## src/rtl/debounce_multi.sv

```systemverilog
// N-channel switch debouncer: 2-flop sync, stable-count filter, registered edge pulses and auto-repeat.
// clean follows a settled input STABLE_CYCLES+3 edges later; free-running outputs, no backpressure.
module debounce_multi #(
  parameter int N             = 4,
  parameter int STABLE_CYCLES = 650000,
  parameter int HOLD_CYCLES   = 32500000,
  parameter int REPEAT_CYCLES = 6500000
) (
  input  logic         clock,
  input  logic         reset,
  input  logic [N-1:0] noisy,
  input  logic         repeat_en,
  output logic [N-1:0] clean,
  output logic [N-1:0] rise,
  output logic [N-1:0] fall,
  output logic [N-1:0] rpt
);

  localparam int CW     = $clog2(STABLE_CYCLES + 1);
  localparam int RC_MAX = (HOLD_CYCLES > REPEAT_CYCLES) ? HOLD_CYCLES : REPEAT_CYCLES;
  localparam int RW     = $clog2(RC_MAX + 1);

  localparam logic [CW-1:0] CNT_SAT  = CW'(STABLE_CYCLES);
  localparam logic [CW-1:0] CNT_ONE  = CW'(1);
  localparam logic [RW-1:0] HOLD_END = RW'(HOLD_CYCLES);
  localparam logic [RW-1:0] RPT_END  = RW'(REPEAT_CYCLES);
  localparam logic [RW-1:0] RC_ONE   = RW'(1);

  typedef enum logic [1:0] {
    IDLE   = 2'd0,
    HOLD   = 2'd1,
    REPEAT = 2'd2
  } rpt_state_e;

  for (genvar g = 0; g < N; g++) begin : g_ch
    logic          s1_q, s2_q;
    logic          new_q, new_d;
    logic [CW-1:0] cnt_q, cnt_d;
    logic          clean_q, clean_d;
    logic          rise_q, fall_q, rpt_q;
    logic          rise_d;
    rpt_state_e    st_q;
    logic [RW-1:0] rc_q;

    // Any disagreement with the held sample restarts the stability count.
    always_comb begin
      new_d   = new_q;
      cnt_d   = cnt_q;
      clean_d = clean_q;
      if (s2_q != new_q) begin
        new_d = s2_q;
        cnt_d = '0;
      end else if (cnt_q < CNT_SAT) begin
        cnt_d = cnt_q + CNT_ONE;
      end else begin
        clean_d = new_q;
      end
    end

    assign rise_d = clean_d & ~clean_q;

    always_ff @(posedge clock) begin
      if (reset) begin
        s1_q    <= noisy[g];
        s2_q    <= noisy[g];
        new_q   <= noisy[g];
        clean_q <= noisy[g];
        cnt_q   <= '0;
        rise_q  <= 1'b0;
        fall_q  <= 1'b0;
      end else begin
        s1_q    <= noisy[g];
        s2_q    <= s1_q;
        new_q   <= new_d;
        cnt_q   <= cnt_d;
        clean_q <= clean_d;
        rise_q  <= rise_d;
        fall_q  <= ~clean_d & clean_q;
      end
    end

    // Abort takes priority over the terminal count, so a fall cycle never carries rpt.
    always_ff @(posedge clock) begin
      if (reset) begin
        st_q  <= IDLE;
        rc_q  <= '0;
        rpt_q <= 1'b0;
      end else begin
        rpt_q <= 1'b0;
        case (st_q)
          IDLE: begin
            if (rise_d && repeat_en) begin
              st_q <= HOLD;
              rc_q <= RC_ONE;
            end
          end
          HOLD: begin
            if (!clean_d || !repeat_en) begin
              st_q <= IDLE;
              rc_q <= '0;
            end else if (rc_q == HOLD_END) begin
              st_q  <= REPEAT;
              rc_q  <= RC_ONE;
              rpt_q <= 1'b1;
            end else begin
              rc_q <= rc_q + RC_ONE;
            end
          end
          REPEAT: begin
            if (!clean_d || !repeat_en) begin
              st_q <= IDLE;
              rc_q <= '0;
            end else if (rc_q == RPT_END) begin
              rc_q  <= RC_ONE;
              rpt_q <= 1'b1;
            end else begin
              rc_q <= rc_q + RC_ONE;
            end
          end
          default: begin
            st_q <= IDLE;
            rc_q <= '0;
          end
        endcase
      end
    end

    assign clean[g] = clean_q;
    assign rise[g]  = rise_q;
    assign fall[g]  = fall_q;
    assign rpt[g]   = rpt_q;
  end

endmodule

```

## config.mk

```make
export PLATFORM = sky130hd
export DESIGN_NAME = debounce_multi
export DESIGN_NICKNAME = d
export VERILOG_FILES = /design/src/rtl/debounce_multi.sv
export SDC_FILE = /design/constraint.sdc
export NUM_CORES = 1
export LEC_CHECK = 0
export BUFFER_PORTS_ARGS = -buffer_cell sky130_fd_sc_hd__buf_2
export CORE_MARGIN = 10
export CORE_UTILIZATION = 54
export DETAILED_ROUTE_END_ITERATION = 16
export PLACE_DENSITY = 0.7
export SYNTH_ARGS = -nofsm -noshare
export SYNTH_HDL_FRONTEND = slang
export SYNTH_SLANG_ARGS = --single-unit
export TNS_END_PERCENT = 1
```

## constraint.sdc

```tcl
create_clock -name clock -period 6.6 [get_ports clock]
set_clock_uncertainty 0.15 [all_clocks]
set_input_delay 0.66 -clock clock [delete_from_list [all_inputs] [get_ports clock]]
set_output_delay 0.66 -clock clock [all_outputs]
set_load 0.05 [all_outputs]
```

-- Yosys cells after proc, flatten, opt, wreduce, memory -nomap -nowiden
Index checks and enable logic that the tools add are counted.
Widths: inputs -> output; s select.
- register bits after elaboration: 216
- reduce and logical (&&, ||, !) cells: 29
- $lt $le $gt $ge: 4
- bitwise operators: 16
- $add $sub $neg: 8
- mux-type cells: 88
- equal/unequal tests: 32
- operator list (operator ; count):
    $mux 25 ; 20
    $pmux 25 s3 ; 4
    $add 25x1->25 const B ; 4
    $eq 25x23->1 const B ; 4
    $eq 25x25->1 const B ; 4
    $add 20x1->20 const B ; 4
    $lt 20x20->1 const B ; 4
    $mux 1 ; 40
    $mux 2 ; 16
    $pmux 2 s3 ; 4
    $ne 2x2->1 const B ; 8
    $ne 3x3->1 const B ; 4
    $reduce_and 3->1 ; 4
    $and 1x1->1 ; 8
    $eq 2x1->1 const B ; 4
    $eq 2x2->1 const B ; 4
    $logic_not 2->1 ; 4
    $not 1->1 ; 8
    $pmux 1 s2 ; 4
    $reduce_bool 2->1 ; 4
    $reduce_or 2->1 ; 4
    $logic_not 1->1 ; 5
    $logic_and 1x1->1 ; 4
    $logic_or 1x1->1 ; 4
    $ne 1x1->1 ; 4

-- Logic depth before layout (Yosys ltp)
- depth in word-level cells: 7
- mapped depth: 11
- gate-level depth less buffers: 9

-- Least setup slack after synthesis
OpenSTA, ideal clock, no wires.
- kind: in2reg
- start point: input repeat_en
- end point: register g_ch[1].rc_q[15]
- data required time: 6333 ps
- slack: 4097 ps
- arrival time: 2236 ps
- stages: 7
- buffers on the path: 2
- cell sequence: buf_2 -> inv_1 -> o41ai_2 -> nand2b_1 -> clkbuf_1 -> o21ai_0 -> a22o_1
- longest elaborated chain between the ends: 4
- RTL lines (item ; line ; RTL):
    start: declaration ; 12 ; input logic repeat_en,
    $logic_not 1->1 ; 98, 110 ;
    $logic_or 1x1->1 ; 98, 110 ;
    $mux 25, on equally long branches ; 110, 98 ;
    $pmux 25 s3 ; 90 ; case (st_q)
    end signal: assignment ; 106 ; rc_q <= rc_q + RC_ONE;
    end signal: assignment ; 117 ; rc_q <= rc_q + RC_ONE;
    end: declaration ; 43 ; logic [RW-1:0] rc_q;
Several ways; a longest one is shown, not always the timed one.
A chain may end at the register's enable or synchronous reset.

-- Final worst setup path
- start point: register g_ch[0].cnt_q[11]
- end point: register g_ch[0].rc_q[24]
- longest elaborated chain between the ends: 7
- RTL lines (item ; line ; RTL):
    start: declaration ; 38 ; logic [CW-1:0] cnt_q, cnt_d;
    start signal: assignment ; 75 ; cnt_q <= cnt_d;
    $lt 20x20->1 (*) ; 53 ; end else if (cnt_q < CNT_SAT) begin
    $mux 1 (*) ; 53 ;
    $mux 1 (*) ; 50 ; if (s2_q != new_q) begin
    $logic_not 1->1 ; 98, 110 ;
    $logic_or 1x1->1 ; 98, 110 ;
    $mux 25, on equally long branches ; 110, 98 ;
    $pmux 25 s3 ; 90 ;
    end signal: assignment ; 106 ;
    end signal: assignment ; 117 ;
    end: declaration ; 43 ;
Mark *: on every way between the ends. The rest lies on a longest branch, timed or not.

==> flow_summary_export.csv <==
group,metric,value,unit
outcome,status,"completed",
finish,n_antenna_cell,0,
sta,min_period_over_period,0.5160,
sta,finalHoldViolations,0,
synth,syn-mean-instance-area,8.131,sq um
synth,yosysWarnings,0,
placed_design,routabilityCongestion,0.8667,
critical_path,worst-r2r-setup-slack,3.19,ns
clock_tree,cts_root_buf,"clkbuf_16",
grt,grt.overflow.total,0,
synth,yosysTopAreaCell,"dfxtp_1",
synth,synthFlopType,"dfxtp_1",
die,design.die.area,0.02713,sq mm
placed_design,dp_hpwl,16250,um
critical_path,critical_path.max_stage_delay,0.62,ns
critical_path,timing.setup.critical_path_class,"flop to flop",
die,die-width,164.7,um
sta,worst_slew_pin_slew,0.9309,ns
critical_path,reg2reg_depth,8,
clock_tree,clkTransAtPathRegs,0.06,ns
sta,rsz0062_at_grt,"no",
sta,total_count_of_max_transition_violations_in_the_final_report,0,
detailed_routing,vias_per_cell,5.880,
power,vdd_drop_max,0.2069,mV
synth,synth_area,0.01131,sq mm
clock_tree,cts_bufs_inserted,25,
synth,postSynthRegisterBits,216,
die,core.rowCount,52,
critical_path,crit_buf_inv,1,
die,die_y,164.7,um
sta,worst_slack,3.195,ns
die,initial_standard_cell_utilization_of_the_core,0.5536,
die,io_pins,23,
die,design.core.area,0.02043,sq mm
clock_tree,cts.sink_count,216,
critical_path,critical_path_peak_fanout,21,
detailed_routing,drt_wl_total,24230,um
synth,synthDistinctLibCells,85,
critical_path,timing.critical_path.to,"g_ch[0].rc_q[24]",
clock_tree,cts_resized,0,
placed_design,place_worst_setup_slack,3.140,ns
detailed_routing,drt_first_pass_iters,5,
critical_path,worst_setup_path_startpoint,"g_ch[0].cnt_q[11]",
clock_tree,hold_buffers,0,
placed_design,placement.io_buffers,22,
synth,yosysMostFrequentCell,"dfxtp_1",
sta,finalSetupTns,0,ns
clock_tree,cts_tree,"built",
sta,timing.final.crit_period,3.405,ns
critical_path,path_cells,"nor3b_1 > o221ai_2 > a2111oi_1 > a31oi_4 > nor2_2 > buf_4 > or4b_1 > a21oi_1",
clock_tree,insertion_delay,0.51,ns
grt,vias_in_the_first_global_route,8903,
finish,area_growth_syn_to_layout,8.242,%
critical_path,worstReg2RegEnd,"g_ch[0].rc_q[24]",
power,power_density,227.2,mW/mm^2
power,p_leak,4.197,nW
synth,seq_area_frac_synth,0.3859,
detailed_routing,post-route-drc-count,0,
synth,synthTopCellsByArea,"dfxtp_1 38%, nor2_1 4.9%, nand2_1 4.8%",
grt,globalRouteTotalUtil,0.1753,
clock_tree,cts-htree-levels,1,
worst_hold_path,holdCritPathClass,"input port to flop",
synth,syn_inst,1391,
critical_path,critPathSlowestCell,"nor2_2",
detailed_routing,routedWlPerCell,14.59,um
synth,mappedNetlistNets,1426,
grt,grt_start_max_net_pins,76,
finish,num-nets-final,1409,
clock_tree,cts_buffer_depth,3,
synth,asyncSetResetFlopFracSynth,0,
critical_path,rr_startpoint,"g_ch[0].cnt_q[11]",
finish,layout_cell_share_with_drive_strength_beyond_1,0.07045,
critical_path,crit_path_end_kind,"flop",
grt,grt_first_pass_wirelength,41680,um
detailed_routing,ant_nets,0,
sta,report.final.setup_viol,0,
critical_path,crit_required,6.88,ns
critical_path,crit_arrival,3.69,ns
detailed_routing,first_iter_violations,494,
synth,synth.top_cell.area_share,0.3753,
grt,antenna_found_initial,0,
job,drv.max_cap_violation_count,0,
detailed_routing,num_vias,9767,
critical_path,cp_num_cells,8,
sta,worst_slew_margin_rel,0.3794,
synth,post_synth_most_frequent_cells,"212 x dfxtp_1, 149 x nor2_1, 146 x nand2_1, 95 x nand3_1, 69 x o21ai_0",
critical_path,startpoint_type,"flop",
synth,synth-edff-count,4,
clock_tree,cts.repair_timing.setup_buffer_count,0,
sta,fmax,293.6,MHz
critical_path,worst_path_dominant_cell_family,"simple AND/OR/NAND/NOR gates",
==> final cells by class <==
type	count	area, sq um
Fill cell	1861	8188
Multi-Input combinational cell	1055	6406
Sequential cell	216	4364
Clock buffer	32	691.9
Tap cell	270	337.8
Inverter	49	183.9
Timing Repair Buffer	27	150.1
Clock inverter	12	107.6
==> stage by stage <==
stage,hold slack [ns],std cells,power (mW),util,instance area (sq um)
global placement,0.2678,1617,1.473,0.5601,11440
detailed placement,0.2794,1617,1.476,0.5601,11440
floorplan,0.2654,1391,1.452,-,11310
finish,0.1248,1661,2.782,0.5992,12240
global route,0.1068,1661,2.873,0.5992,12240
CTS,0.1061,1661,2.816,0.5992,12240
==> how the worst min path moves through the flow <==
stage / start / cells past startpoint / endpoint
floorplan: g_ch[0].s1_q / 2 / g_ch[0].s2_q
global placement: g_ch[1].s1_q / 2 / g_ch[1].s2_q
detailed placement: g_ch[2].s1_q / 2 / g_ch[2].s2_q
CTS: noisy[3] / 1 / g_ch[3].s1_q
global route: noisy[1] / 1 / g_ch[1].s1_q
finish: noisy[3] / 1 / g_ch[3].s1_q
==> kinds of logic (layout without fill, tap and decap cells) <==
logic type / Yosys count / in the layout / synth area share
AOI/OAI and AO/OA: 254 / 254 / 0.1495
xor gates and xnor gates: 85 / 85 / 0.06583
DFF: 216 / 216 / 0.3859
adders and majority gates: 28 / 28 / 0.03098
and+or+nand+nor: 684 / 684 / 0.3164
buffers and inverters: 120 / 120 / 0.04790
muxes: 4 / 4 / 0.003540
==> sequential cells by signal, summed over array words and instances, names as in the netlist <==
name	flops
g_ch.rc_q	100
g_ch.cnt_q	80
g_ch.st_q	8
g_ch.clean_q	4
g_ch.fall_q	4
g_ch.new_q	4
g_ch.rise_q	4
g_ch.rpt_q	4
g_ch.s1_q	4
g_ch.s2_q	4
==> layout by cell type (no fill, tap or decap), types with 40 or more instances in the layout <==
master / n
a21oi_1: 44
and3_1: 43
dfxtp_1: 212
inv_1: 49
nand2_1: 146
nand3_1: 95
nand4_1: 50
nor2_1: 148
nor3_1: 40
o21ai_0: 68
xor2_1: 57
==> per-layer routing <==
| metal | GRT usage | part of all wire | vias to the layer above |
|---|---|---|---|
| li1 | - | - | 4984 |
| met1 | 0.2447 | 0.50 | 4578 |
| met2 | 0.2793 | 0.44 | 176 |
| met3 | 0.02738 | 0.044 | 29 |
| met4 | 0.03945 | 0.014 | 0 |
| met5 | 0 | 0 | - |
==> power breakdown <==
part           switching [mW]  internal, mW  total, mW
clock network           0.523         0.812       1.33
logic                  0.0759        0.0278      0.104
registers              0.0186          1.32       1.34
No activity file was read; power rests on OpenSTA's default activity.
